File: config.mk
export PLATFORM = sky130hd
export DESIGN_NAME = ej32_mem_dump
export DESIGN_NICKNAME = d
export VERILOG_FILES = /design/src/rtl/ej32_mem_dump.sv
export SDC_FILE = /design/constraint.sdc
export NUM_CORES = 1
export LEC_CHECK = 0
export BUFFER_PORTS_ARGS = -buffer_cell sky130_fd_sc_hd__buf_2
export CORE_MARGIN = 4
export CORE_UTILIZATION = 45
export DETAILED_ROUTE_END_ITERATION = 10
export PLACE_DENSITY = 0.67
export SLEW_MARGIN = 20
export SYNTH_ARGS = -nofsm -noshare
export SYNTH_HDL_FRONTEND = slang
export SYNTH_SLANG_ARGS = --single-unit
export TNS_END_PERCENT = 30
File: constraint.sdc
create_clock -name clk -period 5 [get_ports clk]
set_input_delay 0.75 -clock clk [delete_from_list [all_inputs] [get_ports clk]]
set_output_delay 0.75 -clock clk [all_outputs]
set_load 0.01 [all_outputs]
File: src/rtl/ej32_mem_dump.sv
// SPRAM-to-host byte streamer: reads a block of bytes over the 8-bit memory bus
// and presents them on a valid/ready stream through a small skid FIFO.
module ej32_mem_dump #(
  parameter int ASZ    = 17,
  parameter int FIFO_D = 2
) (
  input  logic           clk,
  input  logic           rst,
  input  logic           start,
  input  logic [ASZ-1:0] base,
  input  logic [ASZ-1:0] len,
  input  logic           abort,
  output logic           busy,
  output logic           done,
  output logic [ASZ-1:0] mem_a,
  output logic           mem_re,
  input  logic [7:0]     mem_d,
  output logic [7:0]     tx_d,
  output logic           tx_vld,
  input  logic           tx_rdy,
  output logic [ASZ-1:0] sent
);

  localparam int PW = (FIFO_D > 1) ? $clog2(FIFO_D) : 1;
  localparam int CW = $clog2(FIFO_D + 1);

  localparam logic [1:0] ST_IDLE  = 2'd0;
  localparam logic [1:0] ST_RUN   = 2'd1;
  localparam logic [1:0] ST_DRAIN = 2'd2;

  logic [1:0]     state;
  logic [ASZ-1:0] addr;
  logic [ASZ-1:0] rem;
  logic [ASZ-1:0] last_a;
  logic           inflight;
  logic           done_q;
  logic [ASZ-1:0] sent_q;

  logic [7:0]     fifo_mem [FIFO_D];
  logic [PW-1:0]  rd_ptr;
  logic [PW-1:0]  wr_ptr;
  logic [CW-1:0]  fifo_cnt;

  logic           pop;
  logic           push;
  logic           issue;
  logic           finish;
  logic [CW:0]    occupancy;
  logic [CW-1:0]  cnt_next;

  function automatic logic [PW-1:0] ptr_inc(input logic [PW-1:0] p);
    return (p == PW'(FIFO_D - 1)) ? '0 : p + 1'b1;
  endfunction

  // Abort wins over a same-cycle handshake: that byte is not counted as delivered.
  assign tx_vld = (fifo_cnt != '0);
  assign pop    = tx_vld && tx_rdy && !abort;
  assign push   = inflight;

  // Room check uses the post-pop count so a draining FIFO still issues every cycle.
  assign occupancy = (CW+1)'(fifo_cnt) - (CW+1)'(pop) + (CW+1)'(inflight);
  assign issue     = (state == ST_RUN) && (rem != '0) && (occupancy < (CW+1)'(FIFO_D));
  assign cnt_next  = fifo_cnt + CW'(push) - CW'(pop);
  assign finish    = (state != ST_IDLE) && (rem == '0) && !inflight &&
                     (cnt_next == '0) && !abort;

  assign mem_re = issue;
  assign mem_a  = issue ? addr : last_a;
  assign busy   = (state != ST_IDLE);
  assign done   = done_q;
  assign sent   = sent_q;
  assign tx_d   = tx_vld ? fifo_mem[rd_ptr] : 8'h00;

  // NOTE: FIFO storage has no reset; tx_d is gated by tx_vld so stale entries never show.
  always_ff @(posedge clk) begin
    if (push) fifo_mem[wr_ptr] <= mem_d;
  end

  // NOTE: all state here uses <= so every read below sees pre-edge values.
  always_ff @(posedge clk or posedge rst) begin
    if (rst) begin
      state    <= ST_IDLE;
      addr     <= '0;
      rem      <= '0;
      last_a   <= '0;
      inflight <= 1'b0;
      done_q   <= 1'b0;
      sent_q   <= '0;
      rd_ptr   <= '0;
      wr_ptr   <= '0;
      fifo_cnt <= '0;
    end else begin
      done_q   <= 1'b0;
      inflight <= issue;
      fifo_cnt <= cnt_next;
      if (issue) begin
        addr   <= addr + 1'b1;
        rem    <= rem - 1'b1;
        last_a <= addr;
      end
      if (push) wr_ptr <= ptr_inc(wr_ptr);
      if (pop) begin
        rd_ptr <= ptr_inc(rd_ptr);
        sent_q <= sent_q + 1'b1;
      end

      case (state)
        ST_IDLE: begin
          if (start) begin
            sent_q <= '0;
            if (len != '0) begin
              addr  <= base;
              rem   <= len;
              state <= ST_RUN;
            end else begin
              done_q <= 1'b1;
            end
          end
        end
        ST_RUN, ST_DRAIN: begin
          if (abort) begin
            state    <= ST_IDLE;
            inflight <= 1'b0;
            fifo_cnt <= '0;
            rd_ptr   <= '0;
            wr_ptr   <= '0;
          end else if (finish) begin
            state  <= ST_IDLE;
            done_q <= 1'b1;
          end else if ((state == ST_RUN) && (rem == '0) && !inflight) begin
            state <= ST_DRAIN;
          end
        end
        default: state <= ST_IDLE;
      endcase
    end
  end

endmodule

==> results of run 1 <==
power groups by stage:
stage / sequential [W] / combinational, W / clock [W]
2_1_floorplan: 0.00119 / 0.000928 / 0
3_3_place_gp: 0.00126 / 0.00122 / 0
3_5_place_dp: 0.00127 / 0.00126 / 0
4_1_cts: 0.00125 / 0.00127 / 0.000591
5_1_grt: 0.00129 / 0.00142 / 0.000624
6_report: 0.00126 / 0.00124 / 0.000575
through the flow:
| stage | instances | setup slack, ps | area [um2] |
|---|---|---|---|
| detailed placement | 688 | 513 | 5200 |
| floorplan | 480 | 893 | 4630 |
| global placement | 688 | 613 | 5200 |
| CTS | 704 | 81.6 | 5440 |
| global route | 704 | 37.1 | 5440 |
| finish | 704 | 476 | 5440 |
path summary, 6_finish.rpt:
check,from,endpoint,cells past startpoint
max in group asynchronous,rst,addr[6]$_DFF_PP0_,3
hold reg to reg,last_a[8]$_DFF_PP0_,last_a[8]$_DFF_PP0_,2
hold / removal,last_a[8]$_DFF_PP0_,last_a[8]$_DFF_PP0_,2
setup reg to reg,fifo_cnt[1]$_DFF_PP0_,addr[6]$_DFF_PP0_,13
min in group asynchronous,rst,sent[10]$_DFF_PP0_,2
setup / recovery,fifo_cnt[1]$_DFF_PP0_,mem_a[10],13
tightest hold or removal path, cell delays in order (launching register included):
cell and delay, ps:
dfrtp_1 330, nand2_1 50, nand2_1 70
Yosys cell counts (4+ instances only):
| master | n | share of area |
|---|---|---|
| or4_1 | 5 | 0.0081 |
| ha_1 | 11 | 0.030 |
| nand3_1 | 11 | 0.012 |
| or3_1 | 7 | 0.0095 |
| dfrtp_1 | 76 | 0.41 |
| nor3_1 | 9 | 0.0097 |
| buf_4 | 4 | 0.0065 |
| clkbuf_1 | 13 | 0.011 |
| xor2_1 | 14 | 0.026 |
| inv_1 | 18 | 0.015 |
| and3_1 | 4 | 0.0054 |
| a31oi_1 | 13 | 0.018 |
| a21oi_1 | 26 | 0.028 |
| nand2_1 | 74 | 0.060 |
| nor2_1 | 58 | 0.047 |
| nor4_1 | 8 | 0.011 |
| and2_1 | 4 | 0.0054 |
| o21ai_0 | 18 | 0.019 |
| mux2i_1 | 10 | 0.022 |
| xnor2_1 | 15 | 0.028 |
| edfxtp_1 | 16 | 0.10 |
| o31ai_1 | 7 | 0.011 |
| nand4_1 | 10 | 0.014 |
| a2111oi_0 | 5 | 0.0095 |
routing by layer:
layer / GRT usage / routed length (um) / vias up
li1: - / - / 1880
met1: 0.229 / 4390 / 1818
met3: 0.0476 / 562 / 4
met4: 0.0321 / 40 / 0
met5: 0 / 0 / -
met2: 0.330 / 5510 / 100
registers in the layout (all words and copies together) (netlist names):
| register | cells |
|---|---|
| state | 2 |
| fifo_mem | 16 |
| rem | 17 |
| last_a | 17 |
| inflight | 1 |
| sent | 17 |
| fifo_cnt | 2 |
| done | 1 |
| wr_ptr | 1 |
| rd_ptr | 1 |
| addr | 17 |
layout make-up:
cell class              instances  area, um2  area share
repair buffers                 96        490      0.0901
inverters                      19       71.3      0.0131
clock buffers                  13        170      0.0313
multi-input cells             348       2090       0.385
clock inverters                 3       67.6      0.0124
flip-flops and latches         92       2380       0.438
well taps                     133        166      0.0306
cell families (layout without fill, tap and decap cells):
family / Yosys count / count (layout) / share of synthesized area
multiplexers: 11 / 11 / 0.0240
AO/OA/AOI/OAI: 88 / 88 / 0.122
adder cells (fa/ha/maj): 12 / 12 / 0.0340
flip-flops: 92 / 92 / 0.514
buffers and inverters: 40 / 131 / 0.0365
AND/OR/NAND/NOR: 208 / 208 / 0.214
XOR/XNOR: 29 / 29 / 0.0548
==> metrics.txt, run 1 <==
Routability Congestion 0.823; Leak 2.42 nW; initial core utilization 0.467; DR vias/cell 5.40; area added between synthesis and finish 17.5%; Post-Synthesis Cells 480; Seq/Total Area, Yosys 0.514; final setup violation count 0; Hold-fix buffers, CTS 0; clock root buffer clkbuf_8; Avg Synthesized Cell Area 9.65 um2; CTS Buffer Depth 2; NetSw 0.00122 W; nets@finish 625; outcome finished clean; global-route wire length before repair 17,500 um; crit-path max FO 35; Slowest-stage cell, CP dfrtp_1; All-Layer GR Usage 0.185; worst rel slew slack 0.299; CTS sink cnt 92; cts repair resizes 0; reg2reg setup slack 1230 ps; Largest delay share family, worst path adder cells; Synth async-reset ratio 0.826; most frequently used flop master after synthesis dfrtp_1; Iter 0 DRT Violations 216; H-tree levels 3; Peak VDD IR 0.337 mV; CTS tree built; CP Capture Type output port; largest net degree at the start of global routing 47; Die H 109 um; fill cell count 955; number of synthesized flops with an enable pin 16; detailed-placement wirelength estimate 7690 um; startpoint class of the critical path flip-flop; Setup TNS Final 0 ps; PwrDens 565 mW/mm2; clock share of power 0.187; Post-CTS Setup Repair Bufs 0; CP cell instances nor2_2, nor2_1, ha_1, inv_1, ha_1, inv_1, fa_1, xnor2_1, nand2_1, a21o_1, buf_4, o21ai_0, buf_2; row count 36; RSZ-0062 raised after global routing false; vias in the first global route 3,685; clk slew on worst S/H paths 90 ps; worst path arrival time 3770 ps; total power 0.00308 W; Mapped Area 0.00463 mm2; Via Count 3,802; port bufs 92; Min Hold Slack 470 ps; clk_lat worst skew 350 ps; commonest non-fill, non-tap cell in the layout buf_2; commonest cells after routing, fill and taps aside buf_2, dfrtp_1, nand2_1; final core utilization 0.549; Die Footprint 0.0120 mm2; TritonRoute pass-1 iters 5; switching share of power 0.397; DRC Markers 0; internal power 0.00185 W; Post-Route WL 10,500 um; Congestion Overflow GR 0; Yosys Warn Count 0; antenna diode count 0; f_max 0.221 GHz; syn nets 539; maxcap violations 0; Setup CP Type flip-flop to output port; Buf/Inv on CP 4; worst-margin pin slew 1040 ps; total of flip-flops plus latches after synthesis 92; WL/cell 14.9 um; Worst Clk Skew 11.0 ps; I/O pin count 93; initial antenna violation count 0; fin crit share 0.905; Slew Limit Fails 0; post-route ant nets 0; sequential group share of total power 0.408; core area 0.00991 mm2; Die W 109 um; worst path required time 4250 ps; HP Class flip-flop to flip-flop; Final Hold Fails 0; share of layout cells above drive strength 1 0.208; Cell variety after synth 52; crit path time final 4520 ps; slowest cell delay on critical path 470 ps; TritonCTS Buffers 9; Gate power share 0.405
(Power assumes the default switching activity.)
==> run 2: changes to the inputs <==
clock period = 4.3 ns   (was 5 ns; I/O delays follow)
==> run 2 against run 1 <==
Compared with the run above:
- first-iteration DRC count shrank 11%
- combinational power grew 19%
- wire length grew 1.8%
- global-route usage shrank 0.095 points
- die area is the same
- cell area shrank 0.51%
- cell count grew 0.71%
- worst setup slack lost 210 ps
- clock-buffer cell count shrank 3
- flip-flop and latch count is the same
- clock power shrank 9.9%
- via count grew 0.84%
- critical endpoint is now mem_a[9]
==> metrics.txt, run 2 (synthesis results as in run 1) <==
total power 0.00345 W (was 0.00308 W); Worst Clk Skew 13.5 ps (was 11.0 ps); WL/cell 15.1 um (was 14.9 um); Slew Limit Fails 0 (unchanged); port bufs 92 (unchanged); CP Capture Type output port (unchanged); crit-path max FO 35 (unchanged); Iter 0 DRT Violations 192 (was 216); CTS Buffer Depth 2 (unchanged); clk slew on worst S/H paths 90 ps (about the same); commonest non-fill, non-tap cell in the layout buf_2 (unchanged); R2R depth 14 (was 13); maxcap violations 0 (unchanged); Via Count 3,834 (was 3,802); row count 36 (unchanged); worst-margin pin slew 869 ps (was 1040 ps); CP Depth 14 (was 13); Setup CP Type flip-flop to output port (unchanged); Inst Count DP 693 (was 688); vias in the first global route 3,757 (was 3,685); CTS sink cnt 92 (unchanged); share of layout cells above drive strength 1 0.217 (was 0.208); H-tree levels 3 (unchanged); fin crit share 0.939; Post-Route WL 10,700 um (was 10,500 um); Routability Congestion 0.811 (was 0.823); Slowest-stage cell, CP fa_1 (was dfrtp_1); Largest delay share family, worst path adder cells (unchanged); final setup margin 261 ps (was 476 ps); Die H 109 um (unchanged); clock root buffer clkbuf_8 (unchanged); worst path required time 3650 ps (was 4250 ps); multi-input logic area 0.00210 mm2 (was 0.00209 mm2); initial antenna violation count 0 (unchanged); fin area 0.00542 mm2 (was 0.00544 mm2); outcome finished clean (unchanged); PwrDens 638 mW/mm2 (was 565 mW/mm2); core area 0.00991 mm2 (unchanged); Die Footprint 0.0120 mm2 (unchanged); I/O pin count 93 (unchanged); fill cell count 955 (unchanged); Setup TNS Final 0 ps (unchanged); Leak 2.41 nW (was 2.42 nW); Final Hold Fails 0 (unchanged); CP cell instances nor2_1, buf_4, nor2_1, ha_1, inv_1, ha_1, inv_1, fa_1, and2_1, nand2_1, a21o_1, buf_4, o21ai_0, buf_2 (was nor2_2, nor2_1, ha_1, inv_1, ha_1, inv_1, fa_1, xnor2_1, nand2_1, a21o_1, buf_4, o21ai_0, buf_2); area added between synthesis and finish 16.9% (was 17.5%); clk_lat worst skew 360 ps (was 350 ps); Die W 109 um (unchanged); Register Area 0.00238 mm2 (unchanged); Peak VDD IR 0.354 mV (was 0.337 mV); commonest cells after routing, fill and taps aside buf_2, dfrtp_1, nand2_1 (unchanged); worst rel slew slack 0.421 (was 0.299); nets@finish 630 (was 625); post-place instance area 0.00524 mm2 (was 0.00520 mm2); largest net degree at the start of global routing 66 (was 47); post-route ant nets 0 (unchanged); slowest cell delay on critical path 550 ps (was 470 ps); initial core utilization 0.467 (unchanged); worst path arrival time 3390 ps (was 3770 ps); Buf/Inv on CP 5 (was 4); DRC Markers 0 (unchanged); TritonRoute pass-1 iters 4 (was 5); HP Class input port to async pin (was flip-flop to flip-flop); antenna diode count 0 (unchanged); crit path time final 4040 ps; All-Layer GR Usage 0.184 (was 0.185); CTS tree built (unchanged); pre-CTS setup slack 324 ps (was 513 ps); detailed-placement wirelength estimate 7680 um (was 7690 um); RSZ-0062 raised after global routing false (unchanged); Congestion Overflow GR 0 (unchanged); final setup violation count 0 (unchanged); f_max 0.248 GHz; TritonCTS Buffers 9 (unchanged); startpoint class of the critical path flip-flop (unchanged); Final Non-Filler Cells 709 (was 704); global-route wire length before repair 17,500 um (unchanged); DR vias/cell 5.41 (was 5.40)
[run 2: worst reg2reg max path, delay by kind of cell, from the launching register on]
family                   cells  cell delay (ps)
AO/OA/AOI/OAI                2              340
adder cells (fa/ha/maj)      3              950
buffers and inverters        4              550
flip-flops                   1              450
AND/OR/NAND/NOR              5             1020
[run 2: power breakdown]
group | switching (W) | internal [W]
combinational | 0.000871 | 0.000609
clock | 0.000307 | 0.000211
sequential | 0.000272 | 0.00119
[run 2: per-stage QoR]
stage,hold WS [ps],utilization
final,396,0.546
after global placement,448,0.529
after detailed placement,455,0.529
after floorplan,502,-
after CTS,416,0.546
after global routing,451,0.546
[run 2: final cells by class]
class                   count  share of cell area
clock buffers              10              0.0236
well taps                 133              0.0307
inverters                  19              0.0134
repair buffers            101              0.0975
flip-flops and latches     92               0.440
clock inverters             6             0.00739
multi-input cells         348               0.387
[run 2: worst paths after layout]
path / start / endpoint / slack [ps]
max: fifo_cnt[1]$_DFF_PP0_ / mem_a[9] / 260
max reg2reg: fifo_cnt[1]$_DFF_PP0_ / addr[6]$_DFF_PP0_ / 920
max in group asynchronous: rst / addr[6]$_DFF_PP0_ / 2870
min reg2reg: last_a[11]$_DFF_PP0_ / last_a[11]$_DFF_PP0_ / 480
min: rst / rem[7]$_DFF_PP0_ / 400
min in group clk: mem_d[6] / fifo_mem[0][6]$_DFFE_PP_ / 470
[run 2: what timing repair did]
item                                    CTS  global route
buffers inserted                          0             0
hold buffers                              0             0
gates resized for setup                   0             3
endpoints found under the setup margin    0             3
[run 2: metal layers]
metal  track usage  part of all wire
met5             0                 0
met4        0.0819             0.030
met3        0.0311             0.042
met2         0.310              0.49
met1         0.233              0.44
